### src/rtl/sd_sched_pkg.sv
// Shared definitions for the mirrored-fork credit scheduler: FSM encoding
// and the statistics counter width.
package sd_sched_pkg;

   typedef enum logic [1:0] {
      EMPTY = 2'd0,
      WAIT  = 2'd1,
      VALID = 2'd2
   } sched_state_t;

   localparam int STATS_W = 16;

endpackage

### src/rtl/sd_mirror_sched_if.sv
// Item channel in (c_*) and scheduled channel out (p_*) of sd_mirror_sched.
// Handshake: a beat moves on a rising clk edge where srdy & drdy are both high;
// a source holding srdy keeps its data stable until the beat is taken.
interface sd_mirror_sched_if #(
   parameter int mirror = 2,
   parameter int width  = 128,
   parameter int tag_w  = 3
);
   logic              c_srdy;
   logic              c_drdy;
   logic [width-1:0]  c_data;
   logic [tag_w-1:0]  c_tag;
   logic              p_srdy;
   logic              p_drdy;
   logic [width-1:0]  p_data;
   logic [mirror-1:0] p_dst_vld;

   modport master (
      output c_srdy, c_data, c_tag, p_drdy,
      input  c_drdy, p_srdy, p_data, p_dst_vld
   );

   modport slave (
      input  c_srdy, c_data, c_tag, p_drdy,
      output c_drdy, p_srdy, p_data, p_dst_vld
   );
endinterface

### src/rtl/sd_credit_cnt.sv
// Per-destination credit counter: decrement on transfer, increment on return,
// saturating at max_credit with a sticky overflow error.
module sd_credit_cnt #(
   parameter int credit_w   = 4,
   parameter int max_credit = 8
) (
   input  logic                clk,
   input  logic                reset_n,
   input  logic                dec,
   input  logic                ret,
   output logic [credit_w-1:0] credit,
   output logic                nonzero,
   output logic                err
);
   localparam logic [credit_w-1:0] MAX = credit_w'(max_credit);

   logic [credit_w-1:0] nxt;
   logic                sat;

   always_comb begin
      nxt = credit;
      sat = 1'b0;
      if (dec && !ret) begin
         nxt = credit - 1'b1;
      end else if (ret && !dec) begin
         if (credit == MAX) sat = 1'b1;
         else               nxt = credit + 1'b1;
      end
   end

   // Reflects the post-edge value so the scheduler can commit in the same cycle
   assign nonzero = (nxt != '0);

   always_ff @(posedge clk or negedge reset_n) begin
      if (!reset_n) begin
         credit <= MAX;
         err    <= 1'b0;
      end else begin
         credit <= nxt;
         if (sat) err <= 1'b1;
      end
   end

   no_dec_at_zero: assert property (@(posedge clk) disable iff (!reset_n)
      !(dec && credit == '0));

endmodule

### src/rtl/sd_mirror_sched.sv
// Credit-based destination scheduler feeding a mirrored fork.
// Optional statistics counters: define SD_MIRROR_SCHED_STATS_EN.
module sd_mirror_sched
   import sd_sched_pkg::*;
#(
   parameter int mirror     = 2,
   parameter int width      = 128,
   parameter int tag_w      = 3,
   parameter int credit_w   = 4,
   parameter int max_credit = 8
) (
   input  logic                clk,
   input  logic                reset_n,
   sd_mirror_sched_if.slave    bus,
   input  logic                cfg_wr,
   input  logic [tag_w-1:0]    cfg_addr,
   input  logic [mirror-1:0]   cfg_mask,
   input  logic [mirror-1:0]   crd_ret,
   output logic [mirror-1:0]   crd_err,
`ifdef SD_MIRROR_SCHED_STATS_EN
   input  logic                stats_clr,
   output logic [STATS_W-1:0]  drop_cnt,
   output logic [STATS_W-1:0]  xfer_cnt,
`endif
   output sched_state_t        fsm_state
);
   localparam int DEPTH = 1 << tag_w;

   sched_state_t        state, state_nxt;
   logic [mirror-1:0]   mask_tab [DEPTH];
   logic [mirror-1:0]   rd_mask;
   logic [mirror-1:0]   dec;
   logic [mirror-1:0]   nonzero;
   logic [credit_w-1:0] credit [mirror];
   logic                load, drop, xfer, load_ok, held_ok;

   // Combinational read returns the pre-write entry when cfg_wr hits the same tag
   assign rd_mask    = mask_tab[bus.c_tag];
   assign bus.c_drdy = (state == EMPTY) | ((state == VALID) & bus.p_drdy);
   assign bus.p_srdy = (state == VALID);
   assign fsm_state  = state;

   assign load    = bus.c_srdy & bus.c_drdy;
   assign drop    = load & (rd_mask == '0);
   assign xfer    = bus.p_srdy & bus.p_drdy;
   assign dec     = {mirror{xfer}} & bus.p_dst_vld;
   assign load_ok = &(nonzero | ~rd_mask);
   assign held_ok = &(nonzero | ~bus.p_dst_vld);

   for (genvar g = 0; g < mirror; g++) begin : g_crd
      sd_credit_cnt #(
         .credit_w   (credit_w),
         .max_credit (max_credit)
      ) u_cnt (
         .clk     (clk),
         .reset_n (reset_n),
         .dec     (dec[g]),
         .ret     (crd_ret[g]),
         .credit  (credit[g]),
         .nonzero (nonzero[g]),
         .err     (crd_err[g])
      );
   end

   always_comb begin
      state_nxt = state;
      if (load) begin
         if (drop)         state_nxt = EMPTY;
         else if (load_ok) state_nxt = VALID;
         else              state_nxt = WAIT;
      end else begin
         case (state)
            EMPTY:   state_nxt = EMPTY;
            WAIT:    if (held_ok) state_nxt = VALID;
            VALID:   if (bus.p_drdy) state_nxt = EMPTY;
            default: state_nxt = EMPTY;
         endcase
      end
   end

   always_ff @(posedge clk or negedge reset_n) begin
      if (!reset_n) begin
         state         <= EMPTY;
         bus.p_data    <= '0;
         bus.p_dst_vld <= '0;
      end else begin
         state <= state_nxt;
         if (load && !drop) begin
            bus.p_data    <= bus.c_data;
            bus.p_dst_vld <= rd_mask;
         end
      end
   end

   always_ff @(posedge clk or negedge reset_n) begin
      if (!reset_n) begin
         for (int i = 0; i < DEPTH; i++) mask_tab[i] <= '1;
      end else if (cfg_wr) begin
         mask_tab[cfg_addr] <= cfg_mask;
      end
   end

`ifdef SD_MIRROR_SCHED_STATS_EN
   always_ff @(posedge clk or negedge reset_n) begin
      if (!reset_n) begin
         drop_cnt <= '0;
         xfer_cnt <= '0;
      end else if (stats_clr) begin
         drop_cnt <= '0;
         xfer_cnt <= '0;
      end else begin
         if (drop && drop_cnt != '1) drop_cnt <= drop_cnt + 1'b1;
         if (xfer && xfer_cnt != '1) xfer_cnt <= xfer_cnt + 1'b1;
      end
   end
`endif

endmodule

### src/flat_wrapper.sv
// flat-port wrapper written by rule: the top's interface ports become plain ports
module sd_mirror_sched_flat import sd_sched_pkg::*;
#(
   parameter int mirror     = 2,
   parameter int width      = 128,
   parameter int tag_w      = 3,
   parameter int credit_w   = 4,
   parameter int max_credit = 8
)
  (clk, reset_n, cfg_wr, cfg_addr, cfg_mask, crd_ret, crd_err, fsm_state, bus_c_srdy, bus_c_data, bus_c_tag, bus_p_drdy, bus_c_drdy, bus_p_srdy, bus_p_data, bus_p_dst_vld);
  sd_mirror_sched_if #(.mirror(mirror), .width(width), .tag_w(tag_w)) bus_i ();
  input  logic clk;
  input  logic reset_n;
  input  logic cfg_wr;
  input  logic [tag_w-1:0] cfg_addr;
  input  logic [mirror-1:0] cfg_mask;
  input  logic [mirror-1:0] crd_ret;
  output logic [mirror-1:0] crd_err;
  output sched_state_t fsm_state;
  input wire logic [$bits(bus_i.c_srdy)-1:0] bus_c_srdy;
  input wire logic [$bits(bus_i.c_data)-1:0] bus_c_data;
  input wire logic [$bits(bus_i.c_tag)-1:0] bus_c_tag;
  input wire logic [$bits(bus_i.p_drdy)-1:0] bus_p_drdy;
  output wire logic [$bits(bus_i.c_drdy)-1:0] bus_c_drdy;
  output wire logic [$bits(bus_i.p_srdy)-1:0] bus_p_srdy;
  output wire logic [$bits(bus_i.p_data)-1:0] bus_p_data;
  output wire logic [$bits(bus_i.p_dst_vld)-1:0] bus_p_dst_vld;
  assign bus_i.c_srdy = bus_c_srdy;
  assign bus_i.c_data = bus_c_data;
  assign bus_i.c_tag = bus_c_tag;
  assign bus_i.p_drdy = bus_p_drdy;
  assign bus_c_drdy = bus_i.c_drdy;
  assign bus_p_srdy = bus_i.p_srdy;
  assign bus_p_data = bus_i.p_data;
  assign bus_p_dst_vld = bus_i.p_dst_vld;
  sd_mirror_sched #(.mirror(mirror), .width(width), .tag_w(tag_w), .credit_w(credit_w), .max_credit(max_credit)) u_core (.clk(clk), .reset_n(reset_n), .bus(bus_i), .cfg_wr(cfg_wr), .cfg_addr(cfg_addr), .cfg_mask(cfg_mask), .crd_ret(crd_ret), .crd_err(crd_err), .fsm_state(fsm_state));
endmodule
### config.mk
export PLATFORM = sky130hd
export DESIGN_NAME = sd_mirror_sched_flat
export DESIGN_NICKNAME = d
export VERILOG_FILES = /design/src/rtl/sd_sched_pkg.sv /design/src/rtl/sd_mirror_sched_if.sv /design/src/rtl/sd_credit_cnt.sv /design/src/rtl/sd_mirror_sched.sv /design/src/flat_wrapper.sv
export SDC_FILE = /design/constraint.sdc
export NUM_CORES = 1
export LEC_CHECK = 0
export ABC_AREA = 1
export ABC_CLOCK_PERIOD_IN_PS = 4100
export CAP_MARGIN = 25
export CORE_UTILIZATION = 48
export CTS_BUF_LIST = sky130_fd_sc_hd__clkbuf_8
export DETAILED_ROUTE_END_ITERATION = 10
export HOLD_SLACK_MARGIN = 0.06
export PLACE_DENSITY = 0.89
export SLEW_MARGIN = 20
export SYNTH_ARGS = -nofsm -noshare
export SYNTH_HDL_FRONTEND = slang
export SYNTH_SLANG_ARGS = --single-unit
### constraint.sdc
create_clock -name clk -period 4.1 [get_ports clk]
set_input_delay 0.82 -clock clk [delete_from_list [all_inputs] [get_ports clk]]
set_output_delay 0.82 -clock clk [all_outputs]
set_load 0.05 [all_outputs]
# After elaboration in Yosys (flattened, before gate mapping)
# Cells that the tools add are included.
dict set report word_totals {
  ff_bits 158
  inputBits 143
  elab_cells 81
}
dict set report op_classes {
  add_sub_neg 4
  n_lt_le_gt_ge 3
  eq_ne 6
  n_mux 24
  bitwise 11
  reduce_logical 18
}
# op n
set op_table {}
lappend op_table {{4-bit 2-to-1 mux} 6}
lappend op_table {{16-bit bitwise mux} 1}
lappend op_table {{2-bit 2-to-1 mux} 8}
lappend op_table {{4-bit by 1-bit adder with 4-bit output, second input constant} 2}
lappend op_table {{4-bit == test, second input constant} 2}
lappend op_table {{4-bit greater-or-equal comparator, second input constant} 2}
lappend op_table {{3-bit NOT with 4-bit output} 2}
lappend op_table {{4-bit nonzero test} 2}
lappend op_table {{4-bit by 1-bit subtractor with 4-bit output, second input constant} 2}
lappend op_table {{2-bit binary-select mux with 3-bit select} 1}
lappend op_table {{2-bit demux with 3-bit select} 1}
lappend op_table {{1-bit logical AND} 6}
lappend op_table {{1-bit 2-to-1 mux} 6}
lappend op_table {{2-bit AND reduction} 3}
lappend op_table {{1-bit zero test} 5}
lappend op_table {{2-bit zero test} 2}
lappend op_table {{4-bit by 1-bit < comparator with 1-bit output, second input constant} 1}
lappend op_table {{2-bit NOT} 2}
lappend op_table {{2-bit OR} 2}
lappend op_table {{2-bit one-hot mux with 2 select lines} 1}
lappend op_table {{1-bit AND} 3}
lappend op_table {{3-bit by 1-bit inequality test with 1-bit output, second input constant} 1}
lappend op_table {{3-bit by 2-bit inequality test with 1-bit output, second input constant} 1}
lappend op_table {{2-bit AND} 1}
lappend op_table {{3 further kinds} 3}

# Depth between registers and ports, before layout
# Gate-level depths: netlist of run 1.
dict set report depth {
  depth_word 13
  mapped_depth 14
  ltp_nobuf 14
}

# Hierarchy
# From an unflattened synthesis of run 1, not the netlist that was laid out.
dict set report unflattened {
  cells_unflattened 801
  area_unflattened_um2 6717.7
}
# mod instances cells_each area_each_um2 seq_area_each_um2
set modules_own_cells {}
lappend modules_own_cells {sd_mirror_sched 1 693 5959.5 3723.6}
lappend modules_own_cells {sd_credit_cnt 2 54 379.1 126.4}

# Worst setup path before layout of run 1
# No wires, ideal clock.
dict set report synth_timing {
  path_type {register to register}
  from {register u_core.state[1], in the netlist u_core.fsm_state[1]}
  to {register u_core.state[1], in the netlist u_core.fsm_state[1]}
  setup_time_ps 116
  arrival_ps 2458
  t_required_ps 3984
  path_slack_ps 1525
  stages_incl_launch_ff 14
  path_buffers 0
  period_less_slack_ps 2575
  path_cell_list {dfrtp_1 > inv_1 > nor2_1 > nand4_1 > nand2_1 > nor2_1 > nor2_1 > nand2_1 > inv_1 > nand3_1 > nand2_1 > nand2_1 > nand2_1 > nand2_1}
}
dict set report synth_via {
  elab_chain_cells 13
}
# element line
set synth_lines {}
lappend synth_lines {{from (decl)} sd_mirror_sched.sv:29} ;# sched_state_t state, state_nxt;
lappend synth_lines {{from (signal assigned)} sd_mirror_sched.sv:87} ;# state <= state_nxt;
lappend synth_lines {{2-bit == test (*)} sd_mirror_sched.sv:40} ;# assign bus.p_srdy = (state == VALID);
lappend synth_lines {{named net bus_p_srdy} flat_wrapper.sv:25} ;# output wire logic [$bits(bus_i.p_srdy)-1:0] bus_p_srdy;
lappend synth_lines {{1-bit AND} sd_mirror_sched.sv:45} ;# assign xfer = bus.p_srdy & bus.p_drdy;
lappend synth_lines {{2-bit AND} sd_mirror_sched.sv:46} ;# assign dec = {mirror{xfer}} & bus.p_dst_vld;
lappend synth_lines {{1-bit zero test} sd_credit_cnt.sv:25} ;# end else if (ret && !dec) begin
lappend synth_lines {{1-bit logical AND} sd_credit_cnt.sv:25}
lappend synth_lines {{4-bit 2-to-1 mux} sd_credit_cnt.sv:25}
lappend synth_lines {{4-bit 2-to-1 mux} sd_credit_cnt.sv:23} ;# if (dec && !ret) begin
lappend synth_lines {{4-bit nonzero test} sd_credit_cnt.sv:32} ;# assign nonzero = (nxt != '0);
lappend synth_lines {{2-bit OR} sd_mirror_sched.sv:47} ;# assign load_ok = &(nonzero | ~rd_mask);
lappend synth_lines {{2-bit AND reduction} sd_mirror_sched.sv:47}
lappend synth_lines {{2-bit 2-to-1 mux} sd_mirror_sched.sv:69} ;# else if (load_ok) state_nxt = VALID;
lappend synth_lines {{2-bit 2-to-1 mux} sd_mirror_sched.sv:68} ;# if (drop) state_nxt = EMPTY;
lappend synth_lines {{2-bit 2-to-1 mux} sd_mirror_sched.sv:67} ;# if (load) begin
# Mark *: on every way through the listed nets, which the timed path passes. The rest lies on a longest branch.
# A chain may end at the register's enable or synchronous reset.

# Final worst setup path of run 1
dict set report layout_timing {
  from {input bus_p_drdy}
  to {output bus_c_drdy}
}
dict set report layout_via {
  elab_chain_cells 2
}
# element line
set layout_lines {}
lappend layout_lines {{from (decl)} flat_wrapper.sv:23} ;# input wire logic [$bits(bus_i.p_drdy)-1:0] bus_p_drdy;
lappend layout_lines {{1-bit AND} sd_mirror_sched.sv:39} ;# assign bus.c_drdy = (state == EMPTY) | ((state == VALID) & bus.p_drdy);
lappend layout_lines {{1-bit OR} sd_mirror_sched.sv:39}
lappend layout_lines {{to (decl)} flat_wrapper.sv:24} ;# output wire logic [$bits(bus_i.c_drdy)-1:0] bus_c_drdy;
# No other way between the ends.

==> out/qor.yml, run 1 <==
status:
  outcome: "finished, final reports clean"
critical_path:
  rrSetupSlack_ns: 1.97
  cp-end-kind: "output pin"
  critical_path.endpoint: "bus_c_drdy"
  reg2reg_from: "u_core.fsm_state[1]$_DFFE_PN0P_"
  crit_path_start: "bus_p_drdy"
  crit_arrival_ns: 2.35
  cp_data_required_time_ns: 3.28
  reg2reg_end: "u_core.bus.p_data[11]$_DFFE_PN0P_"
  reg2regPathDepth: 8
  crit_path_start_kind: "primary input"
  timing.critical_path.fanout_max: 4
  path_class: "primary input to output pin"
clock_tree:
  cts.clk_slew.worst_paths_ns: 0.08
  clock_sinks: 158
  clock_insertion_delay_worst_skew_ns: 0.45
  post-cts-setup-buffer-count: 0
  htree_levels: 4
  clockRootBuffer: "sky130_fd_sc_hd__clkbuf_8"
  cts.repair.resized: 0
  hold_buffers: 0
  cts.path.max_buffers: 2
  number_of_clock_buffers_inserted_by_tritoncts: 17
  cts_tree: "built"
detailed_routing:
  wl_per_cell_um: 14.48
  dr_total_vias: 6022
  drtPass1Iterations: 5
  detail_route.wirelength_um: 18080
  via_per_inst: 4.821
  post-route-drc-count: 0
  detail-route-antenna-nets: 0
  dr.first_iter.drc_count: 332
final_layout:
  drive_above_1_share_pct: 5.499
  post_layout_nonfiller_instances: 1249
  antenna-diode-count: 0
  nNetsFinal: 1207
  finish.instance_area_um2: 9859
  synthToLayoutAreaGrowth_pct: 48.93
global_route:
  largest_net_degree_at_the_start_of_global_routing: 131
  globalRouteMet2Util_pct: 45.23
  grt_use_total_pct: 26.89
  met1_usage_pct: 30.39
  overflow: 0
  busiest_layer: "met2"
  grt_pass1_vias: 6044
  antenna_violations_before_repair: 0
  grt_pass1_wl_um: 29440
  grt.met3_usage_pct: 9.387
timing:
  grt_setup_unrepaired: "false"
  max_freq_mhz: 315.1
  setup_tns_ns: 0
  tightest_slew_ns: 0.7347
  relSlewSlack_pct: 51.02
  final_setup_margin_ns: 0.9267
  setup_failing_eps_final: 0
  timing.final.max_slew_violations: 0
  period_share_pct: 77.40
  report.final.hold_viol_count: 0
  hold-worst-slack_ns: 0.3926
  fin_crit_ns: 3.173
  timing.clock.skew_ns: 0.009461
synthesis:
  synth_area_leader_cell: "sky130_fd_sc_hd__dfrtp_1"
  number_of_flops_mapped_to_enable_cells_by_yosys: 0
  synthesis.area_per_instance_um2: 8.380
  synth_largest_type_area_fraction_pct: 52.92
  netlist-cell-type-count: 23
  synth.yosys.warnings: 0
  synth_nets: 937
  synth.top_cells.by_count: "464 x sky130_fd_sc_hd__nand2_1, 140 x sky130_fd_sc_hd__dfrtp_1, 33 x sky130_fd_sc_hd__nor2_1, 29 x sky130_fd_sc_hd__inv_1, 23 x sky130_fd_sc_hd__o21ai_0"
  ys_ff_latch: 158
  netlist_instances: 790
  yosys.cell_count.top_type: "sky130_fd_sc_hd__nand2_1"
  yosys-top-cells-area: "sky130_fd_sc_hd__dfrtp_1 53%, sky130_fd_sc_hd__nand2_1 26%, sky130_fd_sc_hd__dfstp_2 7.1%"
  synth.yosys.seq_area_share_pct: 60.06
  synth_area_um2: 6620
  synth_ff_type: "sky130_fd_sc_hd__dfrtp_1"
  async_flop_share_pct: 100.0
floorplan:
  core_region_area_um2: 13350
  design.die.area_um2: 14270
  core.rowCount: 42
  die-width_um: 119.4
  floorplan.die.height_um: 119.4
  io_pins: 279
  initial_utilization_pct: 49.60
placement:
  place_worst_setup_slack_ns: 0.8967
  dp.cells: 1217
  port_buffers: 278
  place.detailed.hpwl_um: 12940
  detailed_place.area_um2: 9460
  gp_congestion: 0.8749
flow_run:
  maxcap_viol_count: 0
power_and_ir_drop:
  vdd_ir_drop_max_uv: 559.3
  power.density_nw_per_um2: 887.0
  p_leak_nw: 4.906
worst_hold_path:
  holdCritPathClass: "primary input to asynchronous set/reset pin"
==> worst min path at each step <==
stage	depth (start not counted)	end	from	slack [ns]
floorplan	1	u_core.g_crd[0].u_cnt.err$_DFFE_PN0P_	u_core.g_crd[0].u_cnt.err$_DFFE_PN0P_	0.44
global route	1	u_core.fsm_state[0]$_DFFE_PN0P_	reset_n	0.41
finish	1	u_core.fsm_state[1]$_DFFE_PN0P_	reset_n	0.39
global placement	2	u_core.bus.p_data[90]$_DFFE_PN0P_	u_core.bus.p_data[90]$_DFFE_PN0P_	0.45
CTS	1	u_core.fsm_state[1]$_DFFE_PN0P_	reset_n	0.39
detailed placement	2	u_core.bus.p_data[76]$_DFFE_PN0P_	u_core.bus.p_data[76]$_DFFE_PN0P_	0.46
==> layout by cell type (no fill, tap or decap), types with 2 or more instances in the layout <==
cell                              synthesis  routed
sky130_fd_sc_hd__xor2_1                   2       2
sky130_fd_sc_hd__o21ai_1                  7       7
sky130_fd_sc_hd__nand4_1                  5       5
sky130_fd_sc_hd__clkdlybuf4s50_1          0     277
sky130_fd_sc_hd__inv_1                   29      31
sky130_fd_sc_hd__a21oi_1                  3       3
sky130_fd_sc_hd__nor2_1                  33      33
sky130_fd_sc_hd__ha_1                     4       4
sky130_fd_sc_hd__buf_4                    6       2
sky130_fd_sc_hd__dfstp_2                 18      18
sky130_fd_sc_hd__dfrtp_1                140     140
sky130_fd_sc_hd__o21ai_0                 23      23
sky130_fd_sc_hd__inv_2                    3       2
sky130_fd_sc_hd__clkinv_2                 0       6
sky130_fd_sc_hd__nand2_1                464     464
sky130_fd_sc_hd__bufinv_16                0       3
sky130_fd_sc_hd__o21bai_1                 2       2
sky130_fd_sc_hd__clkbuf_8                 0      18
sky130_fd_sc_hd__buf_12                   0       3
sky130_fd_sc_hd__clkinvlp_4               0       2
sky130_fd_sc_hd__nand3_1                 20      20
==> layer usage <==
metal	vias to the layer above	routed length, um
li1	2942	-
met4	0	531
met2	241	9134
met3	37	1440
met5	-	0
met1	2802	6976
==> power breakdown <==
group	internal, mW	leakage [nW]	switching (mW)
logic	1.54	2.79	3.37
registers	2.26	1.91	0.406
clock network	0.607	0.210	0.560
==> worst max-delay path: stages <==
cell,delay (ns)
sky130_fd_sc_hd__clkdlybuf4s50_1,0.53
sky130_fd_sc_hd__nor2_1,0.09
sky130_fd_sc_hd__nor2_1,0.10
sky130_fd_sc_hd__clkdlybuf4s50_1,0.81
==> per-stage QoR <==
step                util, %  total power [mW]
floorplan                 -             5.860
global placement      70.88             7.479
detailed placement    70.88             7.602
CTS                   73.87             8.805
global route          73.87             9.232
finish                73.87             8.745
==> layout make-up <==
cell class | instances | area (um2)
clock buffer | 18 | 247.7
clock inverter | 14 | 151.4
fill | 973 | 3488
inverter | 32 | 122.6
multi-input combinational | 568 | 2282
sequential | 158 | 3976
tap | 176 | 220.2
timing repair buffer | 283 | 2859
==> sequential cells by signal (all words and copies together) (netlist names) <==
name                       flops
u_core.g_crd.u_cnt.credit      8
u_core.mask_tab               16
u_core.bus.p_data            128
u_core.g_crd.u_cnt.err         2
u_core.fsm_state               2
u_core.bus.p_dst_vld           2
==> logic make-up after synthesis <==
kind of cell             count (synthesis)  synth area share, %
adder cells (fa/ha/maj)                  4               0.7560
buffers and inverters                   64                5.538
AND/OR/NAND/NOR                        527                30.66
AO/OA/AOI/OAI                           35                2.721
XOR/XNOR                                 2               0.2646
flip-flops                             158                60.06
No activity file was read; power rests on OpenSTA's default activity.
==> run 2, diff against run 1 <==
- ABC_CLOCK_PERIOD_IN_PS: 4100 -> 2890
- CORE_UTILIZATION: 48 -> 40
- PLACE_DENSITY: 0.89 -> 0.79
- clock period: 4.1 -> 2.89 ns (I/O delays scaled with it)
==> out/qor.yml, run 2 (synthesized netlist as in run 1, its figures left out) <==
power_and_ir_drop:
  internal_power_mw: 6.161
  switching_share_pct: 49.81
  power.density_nw_per_um2: 1230
  total_power_mw: 12.28
  vdd_ir_drop_max_uv: 751.9
  p_leak_nw: 4.930
  pwr-share-seq_pct: 30.8
  switching_power_mw: 6.115
  clock_power_share_pct: 12.3
  combinationalPowerShare_pct: 56.9
detailed_routing:
  via_per_inst: 4.586
  drtPass1Iterations: 4
  wl_per_cell_um: 13.58
  post-route-drc-count: 0
  met3_length_um: 1432
  wl_met2_um: 8632
  top_sig_layer: "met4"
  detail-route-antenna-nets: 0
  dr_total_vias: 5943
  dr.first_iter.drc_count: 361
  detail_route.wirelength_um: 17600
  routedLengthMet1_um: 7078
global_route:
  overflow: 0
  grt_pass1_wl_um: 27430
  largest_net_degree_at_the_start_of_global_routing: 71
  antenna_violations_before_repair: 0
  grt_pass1_vias: 5679
  grt_use_total_pct: 20.95
critical_path:
  path_class: "register to output pin"
  slowest_delay_ns: 0.83
  critPathTopFamily: "buffers and inverters"
  cp_data_required_time_ns: 2.31
  critical-path-slowest-cell: "sky130_fd_sc_hd__clkdlybuf4s50_1"
  cp-end-kind: "output pin"
  crit_arrival_ns: 1.87
  critical_path.n_buffers_inverters: 2
  timing.critical_path.fanout_max: 5
  crit_path_start_kind: "register"
  timing.critical_path.cells: "inv_1, nor2_1, clkdlybuf4s50_1"
floorplan:
  design.die.area_um2: 17070
  core_region_area_um2: 16000
  die-width_um: 130.6
  io_pins: 279
  core.rowCount: 46
  floorplan.die.height_um: 130.6
  initial_utilization_pct: 41.37
final_layout:
  post-route-util_pct: 62.36
  drive_above_1_share_pct: 6.204
  filler_cell_count: 1415
  ff_latch_area_um2: 3976
  max_flop_register: "u_core.bus.p_data"
  most-common-layout-cells: "464 x sky130_fd_sc_hd__nand2_1, 276 x sky130_fd_sc_hd__clkdlybuf4s50_1, 140 x sky130_fd_sc_hd__dfrtp_1"
  largestRegisters: "u_core.bus.p_data (128), u_core.mask_tab (16), u_core.g_crd.u_cnt.credit (8)"
  antenna-diode-count: 0
  largest_register_ffs: 128
  synthToLayoutAreaGrowth_pct: 50.73
  multi_input_gate_area_um2: 2282
  mostFrequentLayoutCell: "sky130_fd_sc_hd__nand2_1"
  nNetsFinal: 1215
worst_hold_path:
  holdCritPathClass: "primary input to asynchronous set/reset pin"
placement:
  place.detailed.hpwl_um: 13000
  gp_congestion: 0.8377
  port_buffers: 278
timing:
  period_share_pct: 84.82
  timing.final.max_slew_violations: 0
  setup_failing_eps_final: 0
  relSlewSlack_pct: 57.45
  max_freq_mhz: 407.9
  timing.clock.skew_ns: 0.01190
  grt_setup_unrepaired: "false"
  setup_tns_ns: 0
  tightest_slew_ns: 0.6383
  report.final.hold_viol_count: 0
  fin_crit_ns: 2.451
clock_tree:
  clock_sinks: 158
  cts_tree: "built"
  htree_levels: 4
  cts.repair.resized: 0
  post-cts-setup-buffer-count: 0
  clock_insertion_delay_worst_skew_ns: 0.44
  cts.path.max_buffers: 2
  cts.clk_slew.worst_paths_ns: 0.08
  number_of_clock_buffers_inserted_by_tritoncts: 17
  hold_buffers: 0
  clockRootBuffer: "sky130_fd_sc_hd__clkbuf_8"
status:
  outcome: "finished, final reports clean"
flow_run:
  maxcap_viol_count: 0
-- run 2: cell types whose count changed in the layout (fill, tap and decap cells not counted), moves of 2 or more --
cell                         delta
sky130_fd_sc_hd__clkinvlp_4     +3
sky130_fd_sc_hd__buf_4          +5
sky130_fd_sc_hd__bufinv_16      -2
sky130_fd_sc_hd__clkinv_2       -3
sky130_fd_sc_hd__buf_12         +4
-- run 2: final cells by class --
cell class,count,share of cell area (%)
Clock buffer,19,2.621
Inverter,32,1.229
Timing Repair Buffer,291,29.73
Clock inverter,12,0.9906
Tap cell,216,2.708
Multi-Input combinational cell,568,22.87
Sequential cell,158,39.85
-- run 2: per-stage QoR --
stage / hold WS [ns] / area (um2) / worst slack (ns) / instances
6_report: 0.1213 / 9978 / 0.4387 / 1296
5_1_grt: 0.1424 / 9978 / 0.3356 / 1296
4_1_cts: 0.1254 / 9978 / 0.4010 / 1296
3_5_place_dp: 0.4571 / 9618 / 0.2885 / 1265
3_3_place_gp: 0.4521 / 9618 / 0.3752 / 1265
2_1_floorplan: 0.2824 / 6620 / 0.3152 / 790
-- run 2: routing by layer --
layer,track usage [%],up-vias
li1,-,2963
met1,24.52,2735
met2,34.86,215
met3,6.800,30
met4,9.939,0
met5,0,-
-- run 2: final timing paths --
| kind | start | endpoint | slack (ns) | depth (start not counted) |
|---|---|---|---|---|
| worst max-delay path | u_core.fsm_state[1]$_DFFE_PN0P_ | bus_p_srdy | 0.44 | 3 |
| worst min-delay path | reset_n | u_core.bus.p_data[5]$_DFFE_PN0P_ | 0.12 | 1 |
| worst max register to register | u_core.mask_tab[15]$_DFFE_PN1P_ | u_core.bus.p_data[108]$_DFFE_PN0P_ | 1.03 | 12 |
| worst min register to register | u_core.bus.p_data[54]$_DFFE_PN0P_ | u_core.bus.p_data[54]$_DFFE_PN0P_ | 0.47 | 2 |
| max in group asynchronous | reset_n | u_core.mask_tab[13]$_DFFE_PN1P_ | 2.03 | 2 |
| min in group clk | u_core.bus.p_data[54]$_DFFE_PN0P_ | u_core.bus.p_data[54]$_DFFE_PN0P_ | 0.47 | 2 |
-- run 2: power groups by stage --
stage / sequential, mW / clock (mW) / combinational [mW]
floorplan: 6.77 / 0 / 1.54
global placement: 3.78 / 0 / 6.94
detailed placement: 3.80 / 0 / 7.02
CTS: 3.79 / 1.56 / 7.03
global route: 3.91 / 1.64 / 7.41
finish: 3.78 / 1.51 / 6.98
-- run 2: worst reg2reg max path: stages (launching register included) --
cell and delay (ns):
sky130_fd_sc_hd__dfstp_2 0.55, sky130_fd_sc_hd__nor2_1 0.04, sky130_fd_sc_hd__nor2_1 0.10, sky130_fd_sc_hd__o21ai_1 0.08, sky130_fd_sc_hd__o21ai_1 0.08, sky130_fd_sc_hd__nand2_1 0.06
sky130_fd_sc_hd__nand2_1 0.07, sky130_fd_sc_hd__nand2_1 0.11, sky130_fd_sc_hd__nand2_4 0.14, sky130_fd_sc_hd__buf_12 0.21, sky130_fd_sc_hd__buf_12 0.21, sky130_fd_sc_hd__nand2_1 0.08
sky130_fd_sc_hd__nand2_1 0.07
